File: config.mk
export PLATFORM = sky130hd
export DESIGN_NAME = reu_dma_seq_flat
export DESIGN_NICKNAME = d
export VERILOG_FILES = /design/src/rtl/reu_dma_seq_if.sv /design/src/rtl/reu_dma_seq.sv /design/src/flat_wrapper.sv
export SDC_FILE = /design/constraint.sdc
export NUM_CORES = 1
export LEC_CHECK = 0
export CORE_ASPECT_RATIO = 1.5
export CORE_MARGIN = 2
export CORE_UTILIZATION = 26
export CTS_CLUSTER_SIZE = 12
export DETAILED_ROUTE_END_ITERATION = 8
export PLACE_DENSITY = 0.5
export SKIP_CTS_REPAIR_TIMING = 1
export SYNTH_ARGS = -nofsm -noshare
export SYNTH_HDL_FRONTEND = slang
export SYNTH_SLANG_ARGS = --single-unit
File: constraint.sdc
create_clock -name PHI2 -period 2.1 [get_ports PHI2]
set_input_delay 0.21 -clock PHI2 [delete_from_list [all_inputs] [get_ports PHI2]]
set_output_delay 0.21 -clock PHI2 [all_outputs]
set_load 0.05 [all_outputs]
File: src/rtl/reu_dma_seq_if.sv
// Bus bundle between the REU register file / C64 bus side and the transfer sequencer.
// The slave modport is the sequencer's view; master is the environment's view.
interface reu_dma_seq_if;
  logic       Execute;
  logic [1:0] XferType;
  logic       Length1;
  logic       BA;
  logic [7:0] CDIn;
  logic [7:0] RAMDIn;
  logic       DMA;
  logic       CRW;
  logic [7:0] CDOut;
  logic       CDOE;
  logic [7:0] RAMDOut;
  logic       RAMWE;
  logic       NextCA;
  logic       NextREUA;
  logic       VerifyErr;
  logic       XferEnd;
  logic       Busy;

  modport master (
    output Execute, XferType, Length1, BA, CDIn, RAMDIn,
    input  DMA, CRW, CDOut, CDOE, RAMDOut, RAMWE,
    input  NextCA, NextREUA, VerifyErr, XferEnd, Busy
  );

  modport slave (
    input  Execute, XferType, Length1, BA, CDIn, RAMDIn,
    output DMA, CRW, CDOut, CDOE, RAMDOut, RAMWE,
    output NextCA, NextREUA, VerifyErr, XferEnd, Busy
  );
endinterface

File: src/rtl/reu_dma_seq.sv
// REU transfer sequencer: owns the C64 bus via DMA and moves bytes for stash,
// fetch, swap and verify. State advances on the falling edge of PHI2.
module reu_dma_seq #(
  parameter int unsigned START_WAIT = 1
) (
  input  logic          PHI2,
  input  logic          Reset,
  reu_dma_seq_if.slave  bus
);

  typedef enum logic [2:0] {
    S_IDLE  = 3'd0,
    S_WAIT  = 3'd1,
    S_MOVE  = 3'd2,
    S_SWAPR = 3'd3,
    S_SWAPW = 3'd4,
    S_END   = 3'd5
  } state_t;

  localparam logic [1:0] T_STASH  = 2'b00;
  localparam logic [1:0] T_FETCH  = 2'b01;
  localparam logic [1:0] T_SWAP   = 2'b10;
  localparam logic [1:0] T_VERIFY = 2'b11;
  localparam logic [1:0] C_START  = 2'(START_WAIT);

  function automatic logic f_byte_miss(input logic [7:0] a, input logic [7:0] b);
    return (a != b);
  endfunction

  state_t     r_state;
  logic [1:0] r_typ;
  logic [1:0] r_cnt;
  logic [7:0] r_cbuf;
  logic [7:0] r_rbuf;
  logic       r_verr;
  logic       w_miss;

  assign w_miss = f_byte_miss(bus.CDIn, bus.RAMDIn);

  // Transfer state machine; BA low freezes every bus-owning state.
  always_ff @(negedge PHI2 or posedge Reset) begin
    if (Reset) begin
      r_state <= S_IDLE;
      r_typ   <= 2'b00;
      r_cnt   <= 2'd0;
      r_cbuf  <= 8'h00;
      r_rbuf  <= 8'h00;
      r_verr  <= 1'b0;
    end else begin
      case (r_state)
        S_IDLE: begin
          if (bus.Execute) begin
            r_state <= S_WAIT;
            r_typ   <= bus.XferType;
            r_cnt   <= C_START;
            r_verr  <= 1'b0;
          end
        end
        S_WAIT: begin
          if (bus.BA) begin
            if (r_cnt == 2'd0) begin
              r_state <= (r_typ == T_SWAP) ? S_SWAPR : S_MOVE;
            end else begin
              r_cnt <= r_cnt - 2'd1;
            end
          end
        end
        S_MOVE: begin
          if (bus.BA) begin
            if ((r_typ == T_VERIFY) && w_miss) begin
              r_verr  <= 1'b1;
              r_state <= S_END;
            end else if (bus.Length1) begin
              r_state <= S_END;
            end
          end
        end
        S_SWAPR: begin
          if (bus.BA) begin
            r_cbuf  <= bus.CDIn;
            r_rbuf  <= bus.RAMDIn;
            r_state <= S_SWAPW;
          end
        end
        S_SWAPW: begin
          if (bus.BA) begin
            r_state <= bus.Length1 ? S_END : S_SWAPR;
          end
        end
        S_END: begin
          r_state <= S_IDLE;
          r_verr  <= 1'b0;
        end
        default: begin
          r_state <= S_IDLE;
        end
      endcase
    end
  end

  // Output decode from registered state and BA; fetch data passes straight through.
  always_comb begin
    bus.DMA       = 1'b0;
    bus.CRW       = 1'b1;
    bus.CDOut     = 8'h00;
    bus.CDOE      = 1'b0;
    bus.RAMDOut   = 8'h00;
    bus.RAMWE     = 1'b0;
    bus.NextCA    = 1'b0;
    bus.NextREUA  = 1'b0;
    bus.VerifyErr = 1'b0;
    bus.XferEnd   = 1'b0;
    bus.Busy      = (r_state != S_IDLE);
    case (r_state)
      S_IDLE: begin
        bus.DMA = 1'b0;
      end
      S_WAIT: begin
        bus.DMA = 1'b1;
      end
      S_MOVE: begin
        bus.DMA      = 1'b1;
        bus.CRW      = (r_typ != T_FETCH);
        bus.CDOE     = (r_typ == T_FETCH) && bus.BA;
        bus.CDOut    = (r_typ == T_FETCH) ? bus.RAMDIn : 8'h00;
        bus.RAMWE    = (r_typ == T_STASH) && bus.BA;
        bus.RAMDOut  = (r_typ == T_STASH) ? bus.CDIn : 8'h00;
        bus.NextCA   = bus.BA;
        bus.NextREUA = bus.BA;
      end
      S_SWAPR: begin
        bus.DMA = 1'b1;
      end
      S_SWAPW: begin
        bus.DMA      = 1'b1;
        bus.CRW      = 1'b0;
        bus.CDOE     = bus.BA;
        bus.CDOut    = r_rbuf;
        bus.RAMWE    = bus.BA;
        bus.RAMDOut  = r_cbuf;
        bus.NextCA   = bus.BA;
        bus.NextREUA = bus.BA;
      end
      S_END: begin
        bus.XferEnd   = 1'b1;
        bus.VerifyErr = r_verr;
      end
      default: begin
        bus.DMA = 1'b0;
      end
    endcase
  end

endmodule

File: src/flat_wrapper.sv
// flat-port wrapper written by rule: the top's interface ports become plain ports
module reu_dma_seq_flat 
#(
  parameter int unsigned START_WAIT = 1
)
  (PHI2, Reset, bus_Execute, bus_XferType, bus_Length1, bus_BA, bus_CDIn, bus_RAMDIn, bus_DMA, bus_CRW, bus_CDOut, bus_CDOE, bus_RAMDOut, bus_RAMWE, bus_NextCA, bus_NextREUA, bus_VerifyErr, bus_XferEnd, bus_Busy);
  reu_dma_seq_if bus_i ();
  input  logic PHI2;
  input  logic Reset;
  input wire logic [$bits(bus_i.Execute)-1:0] bus_Execute;
  input wire logic [$bits(bus_i.XferType)-1:0] bus_XferType;
  input wire logic [$bits(bus_i.Length1)-1:0] bus_Length1;
  input wire logic [$bits(bus_i.BA)-1:0] bus_BA;
  input wire logic [$bits(bus_i.CDIn)-1:0] bus_CDIn;
  input wire logic [$bits(bus_i.RAMDIn)-1:0] bus_RAMDIn;
  output wire logic [$bits(bus_i.DMA)-1:0] bus_DMA;
  output wire logic [$bits(bus_i.CRW)-1:0] bus_CRW;
  output wire logic [$bits(bus_i.CDOut)-1:0] bus_CDOut;
  output wire logic [$bits(bus_i.CDOE)-1:0] bus_CDOE;
  output wire logic [$bits(bus_i.RAMDOut)-1:0] bus_RAMDOut;
  output wire logic [$bits(bus_i.RAMWE)-1:0] bus_RAMWE;
  output wire logic [$bits(bus_i.NextCA)-1:0] bus_NextCA;
  output wire logic [$bits(bus_i.NextREUA)-1:0] bus_NextREUA;
  output wire logic [$bits(bus_i.VerifyErr)-1:0] bus_VerifyErr;
  output wire logic [$bits(bus_i.XferEnd)-1:0] bus_XferEnd;
  output wire logic [$bits(bus_i.Busy)-1:0] bus_Busy;
  assign bus_i.Execute = bus_Execute;
  assign bus_i.XferType = bus_XferType;
  assign bus_i.Length1 = bus_Length1;
  assign bus_i.BA = bus_BA;
  assign bus_i.CDIn = bus_CDIn;
  assign bus_i.RAMDIn = bus_RAMDIn;
  assign bus_DMA = bus_i.DMA;
  assign bus_CRW = bus_i.CRW;
  assign bus_CDOut = bus_i.CDOut;
  assign bus_CDOE = bus_i.CDOE;
  assign bus_RAMDOut = bus_i.RAMDOut;
  assign bus_RAMWE = bus_i.RAMWE;
  assign bus_NextCA = bus_i.NextCA;
  assign bus_NextREUA = bus_i.NextREUA;
  assign bus_VerifyErr = bus_i.VerifyErr;
  assign bus_XferEnd = bus_i.XferEnd;
  assign bus_Busy = bus_i.Busy;
  reu_dma_seq #(.START_WAIT(START_WAIT)) u_core (.PHI2(PHI2), .Reset(Reset), .bus(bus_i));
endmodule
# --- Word-level counts from Yosys, hierarchy flattened ---
# Cells that the tools add are included.
totals:
  reg_bits: 24
  latch_bits: 0
  mem_bits_rw: 0
  rom_bits: 0
  input_bits: 23
  out_inout_bits: 25
  word_cells: 72
  mem_count: 0
op_classes:
  n_addsub: 1
  multipliers: 0
  n_div: 0
  n_lt_le_gt_ge: 0
  n_eq_ne: 19
  shifts: 0
  mux: 30
  n_bitwise: 0
  reduce_logical: 16
ops:
  columns: ["operator", "count"]
  rows:
  - ["8-bit case mux with 2 select lines", 2]
  - ["3-bit 2-to-1 mux", 9]
  - ["8-bit 2-to-1 mux", 2]
  - ["3-bit case mux with 5 select lines", 1]
  - ["2-bit inequality test (second input constant)", 6]
  - ["1-bit 2-to-1 mux", 8]
  - ["8-bit inequality test", 1]
  - ["4-bit AND reduction", 2]
  - ["7-bit AND reduction", 1]
  - ["3-bit by 2-bit == test with 1-bit output (second input constant)", 2]
  - ["3-bit == test (second input constant)", 2]
  - ["2-bit 2-to-1 mux", 3]
  - ["2-bit by 1-bit inequality test with 1-bit output (second input constant)", 3]
  - ["1-bit case mux with 2 select lines", 3]
  - ["3-bit nonzero test", 2]
  - ["2-bit == test (second input constant)", 2]
  - ["2-bit logical NOT", 2]
  - ["2-bit case mux with 2 select lines", 1]
  - ["2-bit AND reduction", 2]
  - ["4-bit OR reduction", 1]
  - ["3-bit by 1-bit == test with 1-bit output (second input constant)", 1]
  - ["1-bit logical AND", 3]
  - ["3-bit logical NOT", 1]
  - ["3-bit by 2-bit inequality test with 1-bit output (second input constant)", 1]
  - ["other kinds (5)", 5]

# --- Depth between registers and ports, before layout ---
# Gate-level depths: netlist of the first run.
logic_depth:
  word_depth: 5
  depth_mapped: 6
  depth_no_buf: 6

==> results of run 1 <==
## cell families (layout without fill, tap and decap cells)
| logic type | after synthesis | in the layout | share of synthesized area, % |
|---|---|---|---|
| AOI/OAI and AO/OA | 37 | 37 | 19.3 |
| xor gates and xnor gates | 10 | 10 | 5.90 |
| adders and majority gates | 1 | 1 | 0.842 |
| buffers and inverters | 14 | 89 | 4.04 |
| DFF | 24 | 24 | 40.4 |
| muxes | 19 | 19 | 14.3 |
| and+or+nand+nor | 32 | 32 | 15.2 |
## power breakdown
group | total (mW) | internal [mW] | switching, mW
combinational | 1.89 | 1.00 | 0.889
sequential | 0.846 | 0.695 | 0.151
clock | 0.314 | 0.167 | 0.147
total | 3.05 | 1.87 | 1.19
## routing by layer
layer	track usage [%]	up-vias	part of all wire, %	wire [um]
met3	2.20	2	4.6	194
li1	-	665	-	-
met2	25.8	35	55	2330
met4	4.17	0	0.50	21
met5	0	-	0	0
met1	15.9	681	39	1660
## worst paths after layout
path	from	endpoint	slack, ns
max in group asynchronous	Reset	u_core.r_cbuf[5]	0.72
min in group asynchronous	Reset	u_core.r_cnt[1]	1.19
worst max-delay path	u_core.r_state[1]	bus_CDOut[7]	-0.97
worst max register to register	u_core.r_state[0]	u_core.r_cnt[0]	0.25
worst min register to register	u_core.r_rbuf[3]	u_core.r_rbuf[3]	0.46
worst min-delay path	u_core.r_rbuf[3]	u_core.r_rbuf[3]	0.46
## final cells by class
cell class	count	area, um^2
flip-flops and latches	24	601
inverters	3	11.3
repair buffers	82	1050
fillers	510	2700
clock buffers	4	55.1
well taps	70	87.6
multi-input cells	99	986
## registers in the layout (all words and copies together) (netlist names)
name,count
u_core.r_cbuf,8
u_core.r_rbuf,8
u_core.r_state,3
u_core.r_cnt,2
u_core.r_typ,2
u_core.r_verr,1
## placed cells by master, fill, tap and decap left out, types with 2 or more instances in the layout
| cell type | instances |
|---|---|
| xnor2_2 | 2 |
| buf_8 | 2 |
| clkdlybuf4s50_1 | 3 |
| clkbuf_8 | 4 |
| dfrtn_1 | 24 |
| nand2b_1 | 2 |
| clkbuf_2 | 5 |
| xor2_1 | 6 |
| buf_12 | 28 |
| inv_1 | 3 |
| nor3b_4 | 2 |
| a211oi_1 | 5 |
| a21oi_1 | 4 |
| or3b_2 | 2 |
| nand4b_1 | 2 |
| buf_6 | 5 |
| buf_4 | 27 |
| mux2_2 | 18 |
| a22o_2 | 10 |
| nor2_1 | 6 |
| a22o_4 | 6 |
| dlymetal6s2s_1 | 12 |
| nand2_1 | 3 |
## critical path, cell delays in order, from the launching register on
cell	delay [ns]
dfrtn_1	0.41
or3b_4	0.43
nor3b_4	0.24
buf_6	0.16
a22o_2	0.16
buf_12	0.14
## metrics by stage
stage,setup TNS [ns],hold slack (ns),cells,instance area [um^2],total power [mW]
finish,-20.96,0.459,282,2800,3.05
floorplan,-18.60,0.435,137,1640,1.95
detailed placement,-29.88,0.458,274,2640,2.64
global placement,-29.10,0.448,274,2640,2.58
global route,-22.84,0.474,282,2800,3.23
CTS,-30.91,0.461,278,2690,2.97
==> summary.md, run 1 <==
| Metric | Value |
|---|---|
| Post-synthesis sequential area ratio | `40.4%` |
| Post-DRT Antenna Nets | `0` |
| Ys async rst share | `100%` |
| Clk_skew | `0.000963 ns` |
| Core ar. | `5490 um^2` |
| DP Wirelength | `3250 um` |
| Clock Sinks | `24` |
| Synth cell count leaders | `24 x dfrtn_1, 18 x mux2_2, 16 x a22o_1, 7 x clkbuf_1` |
| Worst path arrival time | `2.86 ns` |
| Total track usage | `13.8%` |
| Rows | `33` |
| Most frequent cell after synthesis | `dfrtn_1` |
| Peak supply drop | `0.000425 V` |
| Die height | `96.6 um` |
| First-pass GRT wire length | `6750 um` |
| Required @ worst endpoint | `1.89 ns` |
| Synth Net Count | `161` |
| Slew margin rel. | `81.0%` |
| Synth Register Bits | `24` |
| Vias | `1383` |
| Synth area leaders | `dfrtn_1 40%, mux2_2 14%, a22o_1 9.4%, xor2_1 3.5%, a211oi_1 2.5%` |
| Final Hold Viols | `0` |
| Mapped Cells | `137` |
| Max Cap Viol | `0` |
| Starting Density | `27.0%` |
| CTS H-tree lvls | `1` |
| Reg2reg path depth | `7` |
| Final Setup Violations | `28` |
| RSZ-0062 raised after global routing | `yes` |
| Share of layout cells above drive strength 1 | `59.0%` |
| I/O pin count | `48` |
| 1st-pass router iterations | `4` |
| PortBufs | `47` |
| DRC errors left | `0` |
| Vias per inst | `4.90` |
| CTS buffer count | `3` |
| Max Buffers Root-to-Sink | `2` |
| YS warnings | `0` |
| Pin count of the biggest net entering global routing | `25` |
| Largest fanout on the critical path | `5` |
| CTS tree | `yes` |
| Clock Tree Root | `clkbuf_8` |
| Ant. Diodes | `0` |
| Routed WL | `4210 um` |
| Cells on Worst Hold Path | `1` |
| PD cells | `1090 nW/um^2` |
| Top cell type's share of synthesized area | `40.4%` |
| Synthesized area per cell | `10.8 um^2` |
| Slew @ Worst Pin | `0.283 ns` |
| Leading area contributor after synthesis | `dfrtn_1` |
| Antenna violations before repair | `0` |
| Die X | `65.7 um` |
| Worst-skew pair later-pin latency | `0.27 ns` |
| DP Worst Slack | `-0.946 ns` |
| Vias in the first global route | `1455` |
| Synthesized area | `1490 um^2` |
| Failing checks | `negative setup slack` |
| Leakage | `1.31 nW` |
| CP endpoint kind | `output pin` |
| Nets | `237` |
| Pins Over Slew Limit | `0` |
| Iteration-0 DRC Markers | `30` |
| Final core occ | `50.9%` |
| Die area | `6350 um^2` |
| Synth unique cells | `41` |
| Remaining Overflow, GRT | `0` |
| Worst setup margin | `-0.972 ns` |
| Outcome | `finished, violations left` |
| Routed wire per std cell | `14.9 um` |
| Kind of start point of the critical path | `flop` |
| GP Congestion | `0.762` |
| Critical path class | `reg -> out` |
| Ys flop type | `dfrtn_1` |
| CTS clk-pin slew, worst paths | `0.06 ns` |
| Post-synth EDFFs | `0` |
| Hold WC Path Type | `reg -> reg` |
| P&R area growth vs syn | `88.2%` |
Note: power is estimated with default switching activity, not from simulation.
==> run 2: changes to the inputs <==
--- a/config.mk
+++ b/config.mk
@@ -11,6 +11,7 @@
 export CTS_CLUSTER_SIZE = 12
 export DETAILED_ROUTE_END_ITERATION = 8
 export PLACE_DENSITY = 0.5
+export SETUP_SLACK_MARGIN = 0.5
 export SKIP_CTS_REPAIR_TIMING = 1
 export SYNTH_ARGS = -nofsm -noshare
 export SYNTH_HDL_FRONTEND = slang
==> run 2 against run 1 <==
  * The flow still finishes with violations (negative setup slack)
  * Critical path type unchanged
  * Worst setup slack got worse by 0.033 ns
  * First-iteration DRC count grew 100%
  * Global-route usage rose by 0.46 points
  * Via count is 3.0% higher
  * Die area did not move
  * Sequential share of layout area fell by 1.4 points
  * Clock power up 2%
  * Largest power group unchanged
  * Design area increased by 6.8%
  * Non-clock buffer count is 11 higher
  * Wire length increased by 8.3%
  * Clock-buffer cell count unchanged
==> summary.md, run 2 (synthesis results as in run 1) <==
| Metric | Value |
|---|---|
| Outcome | `finished, violations left (unchanged)` |
| Failing checks | `negative setup slack (unchanged)` |
| Share of layout cells above drive strength 1 | `62.8% (was 59.0%)` |
| Area after DPL | `2680 um^2 (was 2640 um^2)` |
| P&R area growth vs syn | `101% (was 88.2%)` |
| Vias | `1425 (was 1383)` |
| Nets | `248 (was 237)` |
| Critical path class | `reg -> out (unchanged)` |
| Rows | `33 (unchanged)` |
| Die X | `65.7 um (unchanged)` |
| Clk_skew | `0.00255 ns (was 0.000963 ns)` |
| 1st-pass router iterations | `3 (was 4)` |
| Iteration-0 DRC Markers | `61 (was 30)` |
| RSZ-0062 raised after global routing | `yes (unchanged)` |
| Routed wire per std cell | `15.5 um (was 14.9 um)` |
| Final Hold Viols | `0 (unchanged)` |
| Max Cap Viol | `0 (unchanged)` |
| Ant. Diodes | `0 (unchanged)` |
| PD cells | `1090 nW/um^2 (about the same)` |
| GP Congestion | `0.797 (was 0.762)` |
| Remaining Overflow, GRT | `0 (unchanged)` |
| PortBufs | `47 (unchanged)` |
| Vias in the first global route | `1529 (was 1455)` |
| Pins Over Slew Limit | `0 (unchanged)` |
| Reg2Reg Setup Slack | `0.16 ns (was 0.25 ns)` |
| Routed WL | `4550 um (was 4210 um)` |
| Total power | `3.27 mW (was 3.05 mW)` |
| First-pass GRT wire length | `7070 um (was 6750 um)` |
| CTS buffer count | `3 (unchanged)` |
| Leading cell type in the layout, fill and taps excluded | `buf_4 (was buf_12)` |
| CTS tree | `yes (unchanged)` |
| Worst-skew pair later-pin latency | `0.28 ns (was 0.27 ns)` |
| Largest fanout on the critical path | `4 (was 5)` |
| Starting Density | `27.0% (unchanged)` |
| Peak supply drop | `0.000485 V (was 0.000425 V)` |
| CP endpoint kind | `output pin (unchanged)` |
| Most frequent cells in the layout | `35 x buf_4, 28 x buf_12, 24 x dfrtn_1 (was 28 x buf_12, 27 x buf_4, 24 x dfrtn_1)` |
| Leakage | `1.44 nW (was 1.31 nW)` |
| Clock Tree Root | `clkbuf_8 (unchanged)` |
| Worst Setup EP | `bus_CDOE (was bus_CDOut[7])` |
| Max Buffers Root-to-Sink | `2 (unchanged)` |
| Hold WC Path Type | `reg -> reg (unchanged)` |
| Die area | `6350 um^2 (unchanged)` |
| Fin area | `2980 um^2 (was 2800 um^2)` |
| Antenna violations before repair | `0 (unchanged)` |
| Clock Sinks | `24 (unchanged)` |
| CTS H-tree lvls | `1 (unchanged)` |
| Worst path arrival time | `2.89 ns (was 2.86 ns)` |
| Final Setup Violations | `29 (was 28)` |
| Slew @ Worst Pin | `0.301 ns (was 0.283 ns)` |
| Biggest regs | `u_core.r_cbuf x8, u_core.r_rbuf x8, u_core.r_state x3 (unchanged)` |
| Vias per inst | `4.86 (was 4.90)` |
| Worst setup margin | `-1.00 ns (was -0.972 ns)` |
| Post-DRT Antenna Nets | `0 (unchanged)` |
| I/O pin count | `48 (unchanged)` |
| Worst flop-to-flop path startpoint | `u_core.r_state[1] (was u_core.r_state[0])` |
| Kind of start point of the critical path | `flop (unchanged)` |
| CTS clk-pin slew, worst paths | `0.06 ns (about the same)` |
| Reg2reg path depth | `8 (was 7)` |
| Core ar. | `5490 um^2 (unchanged)` |
| Required @ worst endpoint | `1.89 ns (about the same)` |
| Total track usage | `14.3% (was 13.8%)` |
| DP Worst Slack | `-0.874 ns (was -0.946 ns)` |
| DP Wirelength | `3270 um (was 3250 um)` |
| Crit path from | `u_core.r_state[1] (unchanged)` |
| Pin count of the biggest net entering global routing | `25 (unchanged)` |
| DRC errors left | `0 (unchanged)` |
| Die height | `96.6 um (unchanged)` |
| Final core occ | `54.3% (was 50.9%)` |
| R2R Path End | `u_core.r_cnt[0] (unchanged)` |
| Slew margin rel. | `79.8% (was 81.0%)` |
run 2: cell types whose count changed in the layout (fill, tap and decap cells not counted), sizes merged:
cell,previous run,this run
buf,62,75
clkbuf,9,8
clkinvlp,0,1
dlymetal6s2s,12,11
inv,3,2
run 2: power by group:
part           switching [mW]  total, mW  internal, mW
Sequential              0.167      0.862         0.695
Combinational           0.926       2.08          1.16
Clock                   0.153      0.321         0.168
run 2: cell type report:
class                   instances  area (um^2)
fillers                       491         2510
inverters                       3         15.0
multi-input cells              99         1050
well taps                      70         87.6
flip-flops and latches         24          601
clock buffers                   4         55.1
repair buffers                 93         1170
run 2: layer usage:
layer,part of all wire (%),GRT usage [%],wire [um],up-vias
li1,-,-,-,682
met1,39,15.9,1760,701
met2,55,27.6,2510,35
met3,4.8,2.09,220,7
met4,1.5,3.82,67,0
met5,0,0,0,-
run 2: worst min-delay path by stage:
stage / start / end / cells past startpoint
floorplan: u_core.r_verr / u_core.r_verr / 2
global placement: u_core.r_rbuf[5] / u_core.r_rbuf[5] / 1
detailed placement: u_core.r_cbuf[2] / u_core.r_cbuf[2] / 1
CTS: u_core.r_cbuf[0] / u_core.r_cbuf[0] / 1
global route: u_core.r_rbuf[0] / u_core.r_rbuf[0] / 1
finish: u_core.r_rbuf[1] / u_core.r_rbuf[1] / 1
run 2: worst max-delay path: stages (launching register included):
cell and delay, ns:
dfrtn_1 0.43, or3b_4 0.43, nor3b_4 0.22, buf_4 0.18, nor2_4 0.04, nor2b_4 0.12, buf_12 0.14
run 2: per-stage QoR:
stage | instances | hold WS (ns) | setup TNS [ns]
finish | 293 | 0.463 | -22.26
global route | 293 | 0.482 | -23.90
CTS | 283 | 0.461 | -29.40
detailed placement | 279 | 0.460 | -28.48
global placement | 279 | 0.447 | -27.89
floorplan | 137 | 0.435 | -18.59
==> run 3: changes to the inputs <==
--- a/config.mk
+++ b/config.mk
@@ -6,7 +6,6 @@
 export NUM_CORES = 1
 export LEC_CHECK = 0
 export CORE_ASPECT_RATIO = 1.5
-export CORE_MARGIN = 2
 export CORE_UTILIZATION = 26
 export CTS_CLUSTER_SIZE = 12
 export DETAILED_ROUTE_END_ITERATION = 8
==> run 3 against run 2 <==
  * The flow still finishes with violations (negative setup slack)
  * Sequential power is 0.7% higher
  * Clock-buffer cell count is 1 lower
  * Worst setup slack better by 0.046 ns
  * Hold slack better by 0.0026 ns
  * Sequential share of layout area is 0.90 points lower
  * Power is 2.9% higher
  * Combinational power is 7% higher
  * Die area is 5.1% lower
  * Wire length is 7.8% higher
  * Register-to-register slack worse by 0.04 ns
==> summary.md, run 3 (synthesis results as in run 1) <==
| Metric | Value |
|---|---|
| Outcome | `finished, violations left (unchanged)` |
| Failing checks | `negative setup slack (unchanged)` |
| Peak supply drop | `0.000446 V (was 0.000485 V)` |
| Clk_skew | `0.00261 ns (was 0.00255 ns)` |
| CTS clk-pin slew, worst paths | `0.06 ns (about the same)` |
| Crit path from | `u_core.r_state[1] (unchanged)` |
| PD cells | `1080 nW/um^2 (was 1090 nW/um^2)` |
| RSZ-0062 raised after global routing | `yes (unchanged)` |
| Met3 WL | `179 um (was 220 um)` |
| GP Congestion | `0.851 (was 0.797)` |
| 1st-pass router iterations | `4 (was 3)` |
| Worst-skew pair later-pin latency | `0.27 ns (was 0.28 ns)` |
| Combinational power share | `66.0% (was 63.8%)` |
| DP Worst Slack | `-0.941 ns (was -0.874 ns)` |
| Die height | `94.6 um (was 96.6 um)` |
| Power Internal | `2.07 mW (was 2.02 mW)` |
| CP bufs+invs | `2 (unchanged)` |
| CTS buffer count | `3 (unchanged)` |
| Total track usage | `14.5% (was 14.3%)` |
| Iteration-0 DRC Markers | `35 (was 61)` |
| Worst path cell trace | `or3b_4 > nor3b_4 > buf_4 > nor2_4 > nor2b_4 > buf_12 (unchanged)` |
| Die X | `63.7 um (was 65.7 um)` |
| Vias per inst | `5.04 (was 4.86)` |
| PortBufs | `47 (unchanged)` |
| Remaining Overflow, GRT | `0 (unchanged)` |
| Slowest stage cell, crit path | `or3b_4 (was dfrtn_1)` |
| Pin count of the biggest net entering global routing | `25 (unchanged)` |
| DP Wirelength | `3200 um (was 3270 um)` |
| Ant. Diodes | `0 (unchanged)` |
| Starting Density | `27.0% (unchanged)` |
| Largest fanout on the critical path | `4 (unchanged)` |
| Max Buffers Root-to-Sink | `2 (unchanged)` |
| Vias | `1492 (was 1425)` |
| Clock Sinks | `24 (unchanged)` |
| Post-DRT Antenna Nets | `0 (unchanged)` |
| Switching power share of the total | `38.4% (was 38.2%)` |
| Worst setup margin | `-0.959 ns (was -1.00 ns)` |
| Share of layout cells above drive strength 1 | `67.3% (was 62.8%)` |
| Routed WL | `4910 um (was 4550 um)` |
| Slew margin rel. | `73.7% (was 79.8%)` |
| Worst path arrival time | `2.85 ns (was 2.89 ns)` |
| Antenna violations before repair | `0 (unchanged)` |
| Kind of start point of the critical path | `flop (unchanged)` |
| Die area | `6020 um^2 (was 6350 um^2)` |
| CP delay by family, top | `simple AND/OR/NAND/NOR gates (unchanged)` |
| Worst hold slack | `0.466 ns (was 0.463 ns)` |
| Sequential share of power | `25.8% (was 26.4%)` |
| Biggest regs | `u_core.r_cbuf x8, u_core.r_rbuf x8, u_core.r_state x3 (unchanged)` |
| Pins Over Slew Limit | `0 (unchanged)` |
| I/O pin count | `48 (unchanged)` |
| Worst flop-to-flop path startpoint | `u_core.r_state[0] (was u_core.r_state[1])` |
| Placed cells | `279 (unchanged)` |
| CTS tree | `yes (unchanged)` |
| Worst path max stage delay | `0.43 ns (about the same)` |
| P&R area growth vs syn | `110% (was 101%)` |
| Leakage | `1.49 nW (was 1.44 nW)` |
| Routed wire per std cell | `16.6 um (was 15.5 um)` |
| Final Setup Violations | `26 (was 29)` |
| Total power | `3.36 mW (was 3.27 mW)` |
| CTS H-tree lvls | `1 (unchanged)` |
| Critical path class | `reg -> out (unchanged)` |
| Wl on met1 | `1890 um (was 1760 um)` |
| Clock Tree Root | `clkbuf_8 (unchanged)` |
| Non-filler instance count after layout | `296 (was 293)` |
| Most frequent cells in the layout | `36 x buf_4, 28 x buf_12, 24 x dfrtn_1 (was 35 x buf_4, 28 x buf_12, 24 x dfrtn_1)` |
| Nets | `252 (was 248)` |
| Leading cell type in the layout, fill and taps excluded | `buf_4 (unchanged)` |
| Hold path start | `u_core.r_rbuf[4] (was u_core.r_rbuf[1])` |
| Required @ worst endpoint | `1.89 ns (about the same)` |
| Core ar. | `5490 um^2 (unchanged)` |
| Hold WC Path Type | `reg -> reg (unchanged)` |
| Vias in the first global route | `1488 (was 1529)` |
| Sw Pwr | `1.29 mW (was 1.25 mW)` |
| Final Hold Viols | `0 (unchanged)` |
| DR WL met2 | `2800 um (was 2510 um)` |
| CP endpoint kind | `output pin (unchanged)` |
| Rows | `33 (unchanged)` |
| Slew @ Worst Pin | `0.393 ns (was 0.301 ns)` |
| DR top layer | `met4 (unchanged)` |
| Clk pwr share | `8.1% (was 9.8%)` |
| DRC errors left | `0 (unchanged)` |
| First-pass GRT wire length | `6870 um (was 7070 um)` |
| Max Cap Viol | `0 (unchanged)` |
==> run 3: cell count changes in the layout (fill, tap and decap cells not counted), sizes merged <==
cell and change:
buf +3
==> run 3: cell type report <==
class                           instances  area (um^2)
Fill cell                             461         2370
Multi-Input combinational cell         99         1150
Tap cell                               70         87.6
Clock buffer                            3         41.3
Sequential cell                        24          601
Timing Repair Buffer                   97         1230
Inverter                                3         15.0
==> run 3: per-stage QoR <==
stage          TNS [ns]  util (%)  instance area [um^2]
6_report         -21.51      56.9                  3120
5_1_grt          -23.20      56.9                  3120
4_1_cts          -28.77      49.5                  2720
3_5_place_dp     -27.94      48.8                  2680
3_3_place_gp     -27.33      48.8                  2680
2_1_floorplan    -18.59         -                  1650
==> run 3: power groups by stage <==
stage / Combinational [mW] / Sequential [mW] / Clock, mW
finish: 2.22 / 0.868 / 0.274
global route: 2.33 / 0.896 / 0.305
CTS: 1.80 / 0.842 / 0.286
detailed placement: 1.79 / 0.851 / 0
global placement: 1.76 / 0.830 / 0
floorplan: 1.14 / 0.810 / 0
==> run 3: routing by layer <==
metal  global-route usage [%]  up-vias
li1                         -      688
met1                     16.1      756
met2                     27.9       44
met3                     2.05        4
met4                     3.98        0
met5                        0        -
==> run 3: worst paths after layout <==
| kind | cells after the start | endpoint | slack (ns) |
|---|---|---|---|
| hold reg to reg | 1 | u_core.r_rbuf[4] | 0.47 |
| setup reg to reg | 8 | u_core.r_cnt[0] | 0.12 |
| hold / removal | 1 | u_core.r_rbuf[4] | 0.47 |
| min in group asynchronous | 3 | u_core.r_cnt[1] | 1.23 |
| setup / recovery | 6 | bus_CDOE | -0.96 |
| max in group asynchronous | 3 | u_core.r_state[0] | 0.68 |
==> run 3: worst register-to-register path, cell delays in order, from the launching register on <==
cell	delay, ns
dfrtn_1	0.36
buf_6	0.13
buf_8	0.12
buf_4	0.13
buf_4	0.12
or4b_4	0.58
a21oi_2	0.15
nor2_1	0.05
o22a_1	0.17
